File: src/rtl/ps2_pkg.sv
// Shared PS/2 definitions: transmitter state encoding, frame length and the
// odd-parity helper used by both the host transmitter and the receiver.
package ps2_pkg;

  // Start + 8 data + parity + stop
  localparam int PS2_FRAME_BITS = 11;

  typedef enum logic [2:0] {
    TX_IDLE,
    TX_INHIBIT,
    TX_REQUEST,
    TX_SEND,
    TX_ACK,
    TX_WAIT_IDLE,
    TX_DONE_ST,
    TX_FAIL
  } tx_state_t;

  // Odd parity: the returned bit makes the total count of ones odd.
  function automatic logic odd_parity(input logic [7:0] data);
    return ~^data;
  endfunction

endpackage

File: src/rtl/ps2_line_sync.sv
// Two-flop synchronizer for one raw PS/2 line, with a falling-edge strobe
// derived from the synchronized value and its one-cycle-delayed copy.
module ps2_line_sync (
  input  logic CLOCK,
  input  logic RESET,
  input  logic i_line,
  output logic o_sync,
  output logic o_fe
);

  logic r_meta;
  logic r_sync;
  logic r_prev;

  // NOTE: sequential state uses non-blocking assignments so every flop samples
  // the pre-edge value of its neighbour; blocking here would collapse the chain.
  // Flops reset to 1 (idle bus level) so leaving reset never fakes an edge.
  always_ff @(posedge CLOCK or negedge RESET) begin
    if (!RESET) begin
      r_meta <= 1'b1;
      r_sync <= 1'b1;
      r_prev <= 1'b1;
    end else begin
      r_meta <= i_line;
      r_sync <= r_meta;
      r_prev <= r_sync;
    end
  end

  assign o_sync = r_sync;
  assign o_fe   = r_prev & ~r_sync;

endmodule

File: src/rtl/ps2_host_tx.sv
// Host-to-device PS/2 transmitter: request-to-send handshake, frame shift-out
// on device clock falling edges, acknowledge check and timeout supervision.
module ps2_host_tx
  import ps2_pkg::*;
#(
  parameter int DP_size        = 8,
  parameter int INHIBIT_CYCLES = 5000,
  parameter int TIMEOUT_CYCLES = 750000
) (
  input  logic               CLOCK,
  input  logic               RESET,
  input  logic [DP_size-1:0] TX_DATA,
  input  logic               TX_START,
  output logic               TX_BUSY,
  output logic               TX_DONE,
  output logic               TX_ERROR,
  input  logic               SCL_IN,
  input  logic               SDA_IN,
  output logic               SCL_OE,
  output logic               SDA_OE
);

  localparam int INH_W = $clog2(INHIBIT_CYCLES + 1);
  localparam int TMO_W = $clog2(TIMEOUT_CYCLES + 1);
  localparam logic [INH_W-1:0] INH_LAST = INH_W'(INHIBIT_CYCLES - 1);
  localparam logic [TMO_W-1:0] TMO_LAST = TMO_W'(TIMEOUT_CYCLES - 1);
  // Index of the stop bit: the fe that shifts it out ends the data phase.
  localparam logic [3:0]       STOP_IDX = 4'(PS2_FRAME_BITS - 2);

  tx_state_t          r_state;
  logic [DP_size+1:0] r_frame;
  logic [3:0]         r_bit_cnt;
  logic [INH_W-1:0]   r_inh_cnt;
  logic [TMO_W-1:0]   r_timeout;
  logic               r_busy;
  logic               r_done;
  logic               r_error;
  logic               r_scl_oe;
  logic               r_sda_oe;

  logic w_scl_sync;
  logic w_scl_fe;
  logic w_sda_sync;
  // SDA edges carry no meaning for the transmitter.
  logic w_sda_fe_unused;

  ps2_line_sync u_scl_sync (
    .CLOCK  (CLOCK),
    .RESET  (RESET),
    .i_line (SCL_IN),
    .o_sync (w_scl_sync),
    .o_fe   (w_scl_fe)
  );

  ps2_line_sync u_sda_sync (
    .CLOCK  (CLOCK),
    .RESET  (RESET),
    .i_line (SDA_IN),
    .o_sync (w_sda_sync),
    .o_fe   (w_sda_fe_unused)
  );

  always_ff @(posedge CLOCK or negedge RESET) begin
    if (!RESET) begin
      r_state   <= TX_IDLE;
      r_frame   <= '0;
      r_bit_cnt <= '0;
      r_inh_cnt <= '0;
      r_timeout <= '0;
      r_busy    <= 1'b0;
      r_done    <= 1'b0;
      r_error   <= 1'b0;
      r_scl_oe  <= 1'b0;
      r_sda_oe  <= 1'b0;
    end else begin
      r_done  <= 1'b0;
      r_error <= 1'b0;
      case (r_state)
        TX_IDLE: begin
          r_scl_oe <= 1'b0;
          r_sda_oe <= 1'b0;
          r_busy   <= 1'b0;
          if (TX_START) begin
            r_frame   <= {1'b1, odd_parity(TX_DATA), TX_DATA};
            r_bit_cnt <= '0;
            r_inh_cnt <= '0;
            r_timeout <= '0;
            r_scl_oe  <= 1'b1;
            r_busy    <= 1'b1;
            r_state   <= TX_INHIBIT;
          end
        end

        TX_INHIBIT: begin
          if (r_inh_cnt == INH_LAST) begin
            r_sda_oe <= 1'b1;
            r_state  <= TX_REQUEST;
          end else begin
            r_inh_cnt <= r_inh_cnt + 1'b1;
          end
        end

        TX_REQUEST: begin
          // Releasing SCL hands clock generation to the device; start bit stays low.
          r_scl_oe  <= 1'b0;
          r_timeout <= '0;
          r_state   <= TX_SEND;
        end

        TX_SEND, TX_ACK, TX_WAIT_IDLE: begin
          // Timeout is checked first so it wins over a coincident falling edge.
          if (r_timeout == TMO_LAST) begin
            r_scl_oe <= 1'b0;
            r_sda_oe <= 1'b0;
            r_error  <= 1'b1;
            r_state  <= TX_FAIL;
          end else begin
            r_timeout <= r_timeout + 1'b1;
            if (r_state == TX_SEND) begin
              if (w_scl_fe) begin
                r_sda_oe  <= ~r_frame[r_bit_cnt];
                r_bit_cnt <= r_bit_cnt + 1'b1;
                if (r_bit_cnt == STOP_IDX) begin
                  r_state <= TX_ACK;
                end
              end
            end else if (r_state == TX_ACK) begin
              if (w_scl_fe) begin
                if (!w_sda_sync) begin
                  r_state <= TX_WAIT_IDLE;
                end else begin
                  r_sda_oe <= 1'b0;
                  r_error  <= 1'b1;
                  r_state  <= TX_FAIL;
                end
              end
            end else if (w_scl_sync && w_sda_sync) begin
              r_done  <= 1'b1;
              r_state <= TX_DONE_ST;
            end
          end
        end

        TX_DONE_ST: begin
          r_busy  <= 1'b0;
          r_state <= TX_IDLE;
        end

        TX_FAIL: begin
          r_scl_oe <= 1'b0;
          r_sda_oe <= 1'b0;
          r_busy   <= 1'b0;
          r_state  <= TX_IDLE;
        end

        default: r_state <= TX_IDLE;
      endcase
    end
  end

  assign TX_BUSY  = r_busy;
  assign TX_DONE  = r_done;
  assign TX_ERROR = r_error;
  assign SCL_OE   = r_scl_oe;
  assign SDA_OE   = r_sda_oe;

endmodule

File: config.mk
export PLATFORM = sky130hd
export DESIGN_NAME = ps2_host_tx
export DESIGN_NICKNAME = d
export VERILOG_FILES = /design/src/rtl/ps2_pkg.sv /design/src/rtl/ps2_line_sync.sv /design/src/rtl/ps2_host_tx.sv
export SDC_FILE = /design/constraint.sdc
export NUM_CORES = 1
export LEC_CHECK = 0
export ABC_AREA = 1
export CAP_MARGIN = 20
export CORE_UTILIZATION = 30
export DETAILED_ROUTE_END_ITERATION = 7
export HOLD_SLACK_MARGIN = 0.12
export PLACE_DENSITY = 0.58
export SYNTH_ARGS = -nofsm -noshare
export SYNTH_HDL_FRONTEND = slang
export SYNTH_HIERARCHICAL = 1
export SYNTH_SLANG_ARGS = --single-unit
File: constraint.sdc
create_clock -name CLOCK -period 1.7 [get_ports CLOCK]
set_input_delay 0.17 -clock CLOCK [delete_from_list [all_inputs] [get_ports CLOCK]]
set_output_delay 0.17 -clock CLOCK [all_outputs]
set_load 0.01 [all_outputs]
==> flow_metrics.env <==
export IMPL_outcome="completed"
export IMPL_vdd_ir_drop_max_uv=762
export IMPL_grt_antenna_before_repair=0
export IMPL_dr_wl_met2_um=4240
export IMPL_cellPowerDensity_mw_per_mm2=1520
export IMPL_worstMarginPinSlew_ns=0.363
export IMPL_finish_net_count=579
export IMPL_clk_transition_reported_paths_ns=0.06
export IMPL_maximum_number_of_pins_on_one_net_before_global_route_repair=35
export IMPL_place_ws_ns=-0.0423
export IMPL_critPathLaunchType="flip-flop"
export IMPL_arrival_ns=1.82
export IMPL_total_leakage_power_nw=2.15
export IMPL_core_rowCount=39
export IMPL_timing_worst_setup_path_type="reg -> reg"
export IMPL_critical_path_max_stage_delay_ns=0.46
export IMPL_cp_cell_sequence="nor2_2 -> nand2_1 -> nand2_2 -> nor2_4 -> buf_6 -> nor2_4 -> inv_2 -> nand2_8 -> buf_12 -> nand2_1 -> o21ai_0"
export IMPL_met3RoutedLength_um=292
export IMPL_final_seq_area_sq_mm=0.00151
export IMPL_cts_root_buf="sky130_fd_sc_hd__clkbuf_16"
export IMPL_start_util_pct=31.1
export IMPL_final_instance_count_excl_fill=710
export IMPL_tritoncts_num_sinks=60
export IMPL_maxCapViolCount=0
export IMPL_drt_pass1_iterations=6
export IMPL_antenna_diode_count=0
export IMPL_syn2layout_area_growth_pct=30.7
export IMPL_layout_filler_cells=1126
export IMPL_port_buffer_count=17
export IMPL_place_detailed_hpwl_um=6630
export IMPL_power_mw=7.13
export IMPL_syn_nets=514
export IMPL_worst_path_slowest_cell="sky130_fd_sc_hd__dfrtp_2"
export IMPL_worst_setup_path_end_kind="flip-flop"
export IMPL_drc_errors=0
export IMPL_wl_um=8940
export IMPL_final_layout_size_suffix_gt1_share_pct=20.6
export IMPL_design_die_area_sq_mm=0.0124
export IMPL_route_detailed_vias_per_inst=4.71
export IMPL_post_route_cell_area_sq_mm=0.00469
export IMPL_critPathMaxFanout=7
export IMPL_final_max_slew_viol_count=0
export IMPL_wire_length_of_the_first_global_routing_pass_um=15100
export IMPL_total_cts_buffers=9
export IMPL_min_delay_path_class="in -> reg"
export IMPL_fin_hold_viols=0
export IMPL_cts_tree="done"
export IMPL_track_usage_pct=15.3
export IMPL_cts_root_to_sink_buffers=2
export IMPL_syn_area_per_cell_sq_um=7.23
export IMPL_routedLengthMet1_um=4270
export IMPL_synthesis_instances=497
export IMPL_route_vias_total=3343
export IMPL_footprint_of_the_multi_input_gates_sq_mm=0.00189
export IMPL_place_gp_congestion=0.883
export IMPL_design_portCount=18
export IMPL_post_synthesis_cell_area_sq_mm=0.00359
export IMPL_drt_antenna_violating_nets=0
export IMPL_postPlaceCellArea_sq_mm=0.00416
export IMPL_drt_initial_drc_count=149
export IMPL_worstSkewPairLatency_ns=0.32
export IMPL_avgRoutedWirePerCell_um=12.6
export IMPL_setup_total_negative_slack_ns=0
export IMPL_number_of_global_route_vias_before_repair=3212
export IMPL_setup_failing_eps_final=0
export IMPL_fin_skew_ns=0.00584
export IMPL_worst_slew_margin_rel_pct=75.6
export IMPL_timing_final_crit_share_pct=95.1
export IMPL_place_detailed_instances=681
export IMPL_max_clock_freq_ghz=0.618
export IMPL_postLayoutSetupSlackWorst_ns=0.0828
export IMPL_aggregate_global_routing_overflow=0
export IMPL_crit_required_ns=1.90
export IMPL_period_minus_slack_ns=1.62
export IMPL_top_signal_layer_used="met4"
export IMPL_cts_max_level=3
export IMPL_design_core_area_sq_mm=0.0116
export IMPL_die_w_um=111
export IMPL_chipHeight_um=111
export IMPL_yosys_warnings=6
[layout make-up]
class | count | share of cell area (%)
well taps | 143 | 3.81
inverters | 60 | 5.01
clock buffers | 10 | 4.88
flip-flops and latches | 60 | 32.2
clock inverters | 6 | 1.89
multi-input cells | 368 | 40.4
repair buffers | 63 | 11.8
[power breakdown]
part	switching (mW)	internal, mW	total, mW
sequential	0.262	1.74	2.00
combinational	1.87	1.31	3.18
clock	0.664	1.28	1.95
total	2.80	4.33	7.13
[per-layer routing]
metal	global-route usage, %	vias to the layer above
li1	-	1708
met1	20.3	1553
met2	25.1	72
met3	2.89	10
met4	5.05	0
met5	0	-
[repair_timing]
| action | CTS | global route |
|---|---|---|
| gates resized for setup | 1 | 32 |
| cloned | 0 | 0 |
| setup endpoints to repair | 16 | 35 |
| pin swaps | 0 | 7 |
| hold buffers | 1 | 0 |
| hold endpoints to repair | 55 | 0 |
| buffers inserted | 0 | 12 |
[worst max-delay path, delay by kind of cell (launching register included)]
family | cells | cell delay [ns]
buf+inv | 3 | 0.37
compound gates | 1 | 0.07
flops | 1 | 0.46
simple gates | 7 | 0.59
[cell usage in the layout (no fill, tap or decap), types with 7 or more instances in the layout]
cell type                           n
sky130_fd_sc_hd__nand4_1            8
sky130_fd_sc_hd__a21oi_1            7
sky130_fd_sc_hd__o21ai_0           15
sky130_fd_sc_hd__dfrtp_1           51
sky130_fd_sc_hd__clkdlybuf4s50_1   16
sky130_fd_sc_hd__nand3_1           37
sky130_fd_sc_hd__clkbuf_16          9
sky130_fd_sc_hd__nand2_1          150
sky130_fd_sc_hd__inv_1             52
sky130_fd_sc_hd__buf_4             41
sky130_fd_sc_hd__xor2_1            17
sky130_fd_sc_hd__o21ai_1           11
sky130_fd_sc_hd__nor2_1            54
sky130_fd_sc_hd__nor3_1             8
sky130_fd_sc_hd__xnor2_1            7
sky130_fd_sc_hd__nor2_2            11
[per-stage QoR]
step	hold WS, ns	utilization, %
2_1_floorplan	-0.126	-
3_3_place_gp	0.0868	36.0
3_5_place_dp	0.0940	36.0
4_1_cts	0.237	38.8
5_1_grt	0.252	40.6
6_report	0.248	40.6
[flip-flops by register name (all words and copies together) (netlist names), 3 cells and up]
register and count:
r_bit_cnt 4, r_timeout 20, r_inh_cnt 13, r_frame 10, r_state 3
[worst paths after layout]
| path | startpoint | to | slack, ns | cells past startpoint |
|---|---|---|---|---|
| worst max-delay path | r_state[0] | r_timeout[11] | 0.08 | 11 |
| worst max register to register | r_state[0] | r_timeout[11] | 0.08 | 11 |
| worst min-delay path | SDA_IN | u_sda_sync/r_meta | 0.25 | 1 |
| max in group asynchronous | RESET | u_sda_sync/o_sync | 0.84 | 3 |
| min in group asynchronous | RESET | r_inh_cnt[3] | 0.30 | 2 |
| worst min register to register | u_scl_sync/r_meta | u_scl_sync/o_sync | 0.36 | 0 |
Power figures use the tool's default switching activity.
